<file path="src/rtl/shift_unit_scheduler.sv">
// shift_unit_scheduler
//   Shared iterative shift/rotate engine serving two requesters through a
//   round-robin arbiter. Each accepted request is shifted by up to STEP bit
//   positions per cycle until its amount is used up; the result is then held
//   on a valid/ready port until the consumer takes it.
//
// Handshake semantics (all ports): a transfer happens on a rising clk edge
// where valid && ready are both high. A source holds valid and payload stable
// until that edge; ready may depend combinationally on valid.
//
// Ports
//   clk          clock, rising-edge
//   rst          synchronous reset, active low
//   req0Valid    requester 0 request present
//   req0Ready    requester 0 request accepted this cycle
//   req0Data     requester 0 operand
//   req0Mode     requester 0 mode: 00 LSL, 01 LSR, 10 ASR, 11 ROR
//   req0Amount   requester 0 shift amount (0..31)
//   req1*        same as requester 0, for requester 1
//   resValid     result available
//   resReady     consumer accepts result
//   resData      shifted / rotated value
//   resCarry     last bit shifted out (0 for amount 0)
//   resId        requester owning the result
//   busy         engine is in SHIFT or DONE
//   dbg_state    current FSM state (0 IDLE, 1 SHIFT, 2 DONE)

module shift_unit_scheduler #(
    parameter int STEP = 8
) (
    input  logic        clk,
    input  logic        rst,
    input  logic        req0Valid,
    output logic        req0Ready,
    input  logic [31:0] req0Data,
    input  logic [1:0]  req0Mode,
    input  logic [4:0]  req0Amount,
    input  logic        req1Valid,
    output logic        req1Ready,
    input  logic [31:0] req1Data,
    input  logic [1:0]  req1Mode,
    input  logic [4:0]  req1Amount,
    output logic        resValid,
    input  logic        resReady,
    output logic [31:0] resData,
    output logic        resCarry,
    output logic        resId,
    output logic        busy,
    output logic [1:0]  dbg_state
);

    typedef enum logic [1:0] {
        IDLE  = 2'd0,
        SHIFT = 2'd1,
        DONE  = 2'd2
    } state_t;

    localparam logic [1:0] MODE_LSL = 2'b00;
    localparam logic [1:0] MODE_LSR = 2'b01;
    localparam logic [1:0] MODE_ASR = 2'b10;

    localparam logic [4:0] STEP_K = 5'(STEP);

    state_t      state_q;
    state_t      state_d;
    logic        ptr_q;
    logic [31:0] cur_q;
    logic [1:0]  mode_q;
    logic [4:0]  rem_q;
    logic        carry_q;
    logic        id_q;

    // ---------------------------------------------------------------
    // Arbitration: a lone valid wins, otherwise the pointer decides.
    // ---------------------------------------------------------------
    logic        gnt;
    logic        in_idle;
    logic        accept;
    logic [31:0] sel_data;
    logic [1:0]  sel_mode;
    logic [4:0]  sel_amount;

    always_comb begin
        gnt = ptr_q;
        if (req0Valid && !req1Valid) begin
            gnt = 1'b0;
        end else if (req1Valid && !req0Valid) begin
            gnt = 1'b1;
        end
    end

    // Readys are suppressed while reset is held so nothing can be taken
    // on the reset edge.
    assign in_idle    = (state_q == IDLE) && rst;
    assign req0Ready  = in_idle && req0Valid && !gnt;
    assign req1Ready  = in_idle && req1Valid && gnt;
    assign accept     = req0Ready || req1Ready;
    assign sel_data   = gnt ? req1Data   : req0Data;
    assign sel_mode   = gnt ? req1Mode   : req0Mode;
    assign sel_amount = gnt ? req1Amount : req0Amount;

    // ---------------------------------------------------------------
    // One shift step of k = min(rem, STEP) positions.
    // The left/right shifts run on 33-bit vectors so the bit that falls
    // off the end lands in the extra position and becomes the carry.
    // ---------------------------------------------------------------
    logic [4:0]         step_k;
    logic [4:0]         rem_next;
    logic [32:0]        lsl_w;
    logic [32:0]        lsr_w;
    logic signed [32:0] asr_w;
    logic [31:0]        ror_v;
    logic [31:0]        step_data;
    logic               step_carry;

    assign step_k   = (rem_q > STEP_K) ? STEP_K : rem_q;
    assign rem_next = rem_q - step_k;

    always_comb begin
        lsl_w      = {1'b0, cur_q} << step_k;
        lsr_w      = {cur_q, 1'b0} >> step_k;
        asr_w      = $signed({cur_q, 1'b0}) >>> step_k;
        ror_v      = (cur_q >> step_k) | (cur_q << (6'd32 - {1'b0, step_k}));
        step_data  = ror_v;
        step_carry = lsr_w[0];
        case (mode_q)
            MODE_LSL: begin
                step_data  = lsl_w[31:0];
                step_carry = lsl_w[32];
            end
            MODE_LSR: begin
                step_data  = lsr_w[32:1];
                step_carry = lsr_w[0];
            end
            MODE_ASR: begin
                step_data  = asr_w[32:1];
                step_carry = asr_w[0];
            end
            default: begin
                // ROR: last bit rotated out is cur[k-1], same as LSR.
                step_data  = ror_v;
                step_carry = lsr_w[0];
            end
        endcase
    end

    // ---------------------------------------------------------------
    // FSM next state
    // ---------------------------------------------------------------
    always_comb begin
        state_d = state_q;
        case (state_q)
            IDLE: begin
                if (accept) begin
                    state_d = (sel_amount != 5'd0) ? SHIFT : DONE;
                end
            end
            SHIFT: begin
                if (rem_next == 5'd0) begin
                    state_d = DONE;
                end
            end
            DONE: begin
                if (resReady) begin
                    state_d = IDLE;
                end
            end
            default: state_d = IDLE;
        endcase
    end

    // ---------------------------------------------------------------
    // State and datapath registers
    // ---------------------------------------------------------------
    always_ff @(posedge clk) begin
        if (!rst) begin
            state_q <= IDLE;
            ptr_q   <= 1'b0;
            cur_q   <= 32'd0;
            mode_q  <= 2'b00;
            rem_q   <= 5'd0;
            carry_q <= 1'b0;
            id_q    <= 1'b0;
        end else begin
            state_q <= state_d;
            if (accept) begin
                cur_q   <= sel_data;
                mode_q  <= sel_mode;
                rem_q   <= sel_amount;
                carry_q <= 1'b0;
                id_q    <= gnt;
            end
            if (state_q == SHIFT) begin
                cur_q   <= step_data;
                carry_q <= step_carry;
                rem_q   <= rem_next;
            end
            // Hand priority to the other requester once a result drains.
            if ((state_q == DONE) && resReady) begin
                ptr_q <= ~id_q;
            end
        end
    end

    // ---------------------------------------------------------------
    // Outputs: result registers are only written on accept/SHIFT, so they
    // stay frozen for the whole DONE stall.
    // ---------------------------------------------------------------
    assign resValid  = (state_q == DONE);
    assign resData   = cur_q;
    assign resCarry  = carry_q;
    assign resId     = id_q;
    assign busy      = (state_q != IDLE);
    assign dbg_state = state_q;

endmodule

</file>
<file path="config.mk">
export PLATFORM = sky130hd
export DESIGN_NAME = shift_unit_scheduler
export DESIGN_NICKNAME = d
export VERILOG_FILES = /design/src/rtl/shift_unit_scheduler.sv
export SDC_FILE = /design/constraint.sdc
export NUM_CORES = 1
export LEC_CHECK = 0
export ABC_AREA = 1
export CAP_MARGIN = 20
export CELL_PAD_IN_SITES_DETAIL_PLACEMENT = 1
export CELL_PAD_IN_SITES_GLOBAL_PLACEMENT = 2
export CORE_MARGIN = 10
export CORE_UTILIZATION = 28
export CTS_BUF_LIST = sky130_fd_sc_hd__clkbuf_2 sky130_fd_sc_hd__clkbuf_4 sky130_fd_sc_hd__clkbuf_8
export DETAILED_ROUTE_END_ITERATION = 8
export PLACE_DENSITY = 0.87
export SLEW_MARGIN = 15
export SYNTH_ARGS = -nofsm -noshare
export SYNTH_HDL_FRONTEND = slang
export SYNTH_SLANG_ARGS = --single-unit
</file>
<file path="constraint.sdc">
create_clock -name clk -period 5.5 [get_ports clk]
set_input_delay 0.55 -clock clk [delete_from_list [all_inputs] [get_ports clk]]
set_output_delay 0.55 -clock clk [all_outputs]
set_load 0.01 [all_outputs]
</file>
==> summary.md <==
| Metric | Value |
|---|---|
| Worst reg2reg endpoint | resData[17] |
| Initial drt markers | 808 |
| H-tree levels | 2 |
| Avg Synthesized Cell Area | 5.06 um^2 |
| Grt total ovfl | 0 |
| Clk sinks | 44 |
| Power density cells | 525 nW/um^2 |
| Vias in the first global route | 8929 |
| DP Area | 7630 um^2 |
| Final instance area | 7770 um^2 |
| Vias | 9019 |
| # hold bufs at CTS | 0 |
| Clock latency at the later pin of the worst-skew pair | 0.32 ns |
| Gate power share | 79.6% |
| Setup crit end kind | flop |
| Flops & latches, synth | 44 |
| Max-cap violation count | 0 |
| Post-route minimum period | 3.33 ns |
| Slew headroom | 28.2% |
| Hold EP | resCarry |
| Yosys cell types | 41 |
| Drt via density | 5.67 |
| Crit-path max FO | 58 |
| Clock Tree Buf Depth | 2 |
| Final hold violation count | 0 |
| Post-synth net total | 1327 |
| Worst Min Path Start | resCarry |
| Status | completed |
| P_sw | 0.00255 W |
| Post-CTS setup buffers | 0 |
| Final Setup Violations | 0 |
| Setup WS pre-CTS | 2.06 ns |
| Sequential share of power | 13.4% |
| WL/cell | 20.5 um |
| DP Wirelength | 25100 um |
| IO buf count | 122 |
| Commonest non-fill, non-tap cells in the layout | nand2_1, nand3_1, clkdlybuf4s50_1, a21oi_1, inv_1 |
| Sequential share of the synthesized area | 14.0% |
| Core Area | 22000 um^2 |
| Starting density of the core | 28.6% |
| I/O Pins | 123 |
| Startpoint Class | flop |
| Total track usage | 21.9% |
| Drt drc | 0 |
| Layout cells sized above 1 | 3.73% |
| CTS tree | built |
| R2R Setup Slk | 2.17 ns |
| Slew @ Worst Pin | 1.08 ns |
| Clock power share | 6.9% |
| Clock transition at path regs | 0.10 ns |
| WS Path Type | reg2reg |
| DR pass1 iterations | 5 |
| Rows | 54 |
| Die area | 28800 um^2 |
| Area grow syn2layout | 23.6% |
| Cells on worst reg2reg path | 10 |
| Gpl congestion | 0.928 |
| Slew Viols, Final | 0 |
| Final setup TNS | 0 ns |
| CTS Buf Count | 5 |
| Internal Power | 0.00153 W |
| Initial antenna violation count | 0 |
| Total Nets Final | 1396 |
| Peak VDD IR | 0.165 mV |
| HP Class | reg2reg |
| Global-route wire length before repair | 50800 um |
| Synth Instances | 1242 |
| Critical Path RT | 5.74 ns |
| Worst setup margin | 2.17 ns |
| Max Clk Rate | 300 MHz |
| Crit path DAT | 3.57 ns |
| Sw frac | 62.5% |
| Worst hold path cell count | 2 |
| Leakage | 3.44 nW |
| Resized cells post-CTS | 0 |
| Reg-to-Reg Start | rem_q[3] |
| Crit share post-route | 60.6% |
| RSZ-0062 raised after global routing | false |
| Cell Area, Synth | 6290 um^2 |
| Commonest non-fill, non-tap cell in the layout | nand2_1 |
| Die height | 170 um |
| ANT nets after route | 0 |
| Pin count of the biggest net entering global routing | 88 |
| Clock skew | 0.0128 ns |
| Root Driver | clkbuf_8 |
| N_diodes | 0 |
| Yosys Warn Count | 0 |
| WL final | 32700 um |
| Die X | 170 um |
| Fillers | 3077 |
-- area by class of cell --
| type | instances | area [um^2] | area share, % |
|---|---|---|---|
| Tap cell | 280 | 350 | 4.51 |
| Timing Repair Buffer | 139 | 1370 | 17.6 |
| Clock buffer | 5 | 68.8 | 0.885 |
| Inverter | 97 | 364 | 4.68 |
| Multi-Input combinational cell | 1024 | 4690 | 60.4 |
| Sequential cell | 44 | 881 | 11.3 |
| Clock inverter | 3 | 46.3 | 0.596 |
-- worst max path at each step --
stage               from            to  cells past startpoint
2_1_floorplan   rem_q[1]   resData[26]                     18
3_3_place_gp   req1Valid  dbg_state[0]                      8
3_5_place_dp   req1Valid  dbg_state[0]                      8
4_1_cts         rem_q[3]   resData[10]                     11
5_1_grt         rem_q[3]   resData[10]                     11
6_report        rem_q[3]   resData[17]                     10
-- cells by family (layout without fill, tap and decap cells) --
group	after synthesis	count (layout)	share of synthesized area [%]
other	1	1	0.0596
XOR/XNOR	2	2	0.279
buffers and inverters	174	244	11.8
flip-flops	44	44	14.0
AND/OR/NAND/NOR	758	758	50.7
adder cells (fa/ha/maj)	2	2	0.398
AO/OA/AOI/OAI	261	261	22.8
-- routing by layer --
| metal | up-vias | GRT usage [%] | share of wire [%] |
|---|---|---|---|
| li1 | 4240 | - | - |
| met3 | 48 | 3.19 | 8.3 |
| met1 | 4329 | 30.8 | 46 |
| met4 | 0 | 5.30 | 2.0 |
| met2 | 402 | 34.2 | 44 |
| met5 | - | 0 | 0 |
-- synth_stat cells, drive strengths merged --
master   instances  area share (%)
or2              4            0.40
o22ai            4            0.40
o2111ai          1            0.14
nand3b           2            0.24
nand3          171              14
nor2            78             5.1
o21ai           99             8.0
a21oi          113             9.1
o21bai           2            0.24
o21a             3            0.36
a2bb2oi          1            0.14
nor3             4            0.32
xor2             1            0.14
clkinv           2            0.12
xnor2            1            0.14
inv             95             5.7
conb             1           0.060
buf             52             4.5
o31ai            1            0.12
a211oi           2            0.24
o221ai           1            0.14
o211ai          30             3.6
nand4           18             1.8
clkbuf          25             1.5
nand2          477              29
a31oi            4            0.40
ha               2            0.40
and2             4            0.40
dfxtp           44              14
-- metrics by stage --
step	utilization (%)	power, W	cells	hold WS [ns]
5_1_grt	35.4	0.00443	1592	0.533
2_1_floorplan	-	0.00260	1242	0.444
4_1_cts	35.3	0.00402	1591	0.480
6_report	35.4	0.00408	1592	0.475
3_3_place_gp	34.7	0.00370	1583	0.453
3_5_place_dp	34.7	0.00372	1583	0.468
-- power by group through the flow --
stage / clock (W) / sequential, W / combinational (W)
after floorplan: 0 / 0.000531 / 0.00207
after global placement: 0 / 0.000552 / 0.00315
after detailed placement: 0 / 0.000552 / 0.00317
after CTS: 0.000286 / 0.000545 / 0.00318
after global routing: 0.000293 / 0.000562 / 0.00357
final: 0.000283 / 0.000548 / 0.00325
-- flip-flops by register name (all words and copies together) (netlist names) --
register and cells:
mode_q 2, resData 32, ptr_q 1, resId 1, resCarry 1, dbg_state 2, rem_q 5
-- worst max-delay path, stage by stage, from the launching register on --
cell and delay (ns):
dfxtp_1 0.46, nor2_4 0.17, nand2_2 0.08, buf_4 0.49, ha_1 0.39, nand2_4 0.13, nor2_1 0.75, o21ai_0 0.37
nand3_1 0.20, nand2_1 0.06, a21oi_1 0.13
Power figures use the tool's default switching activity.
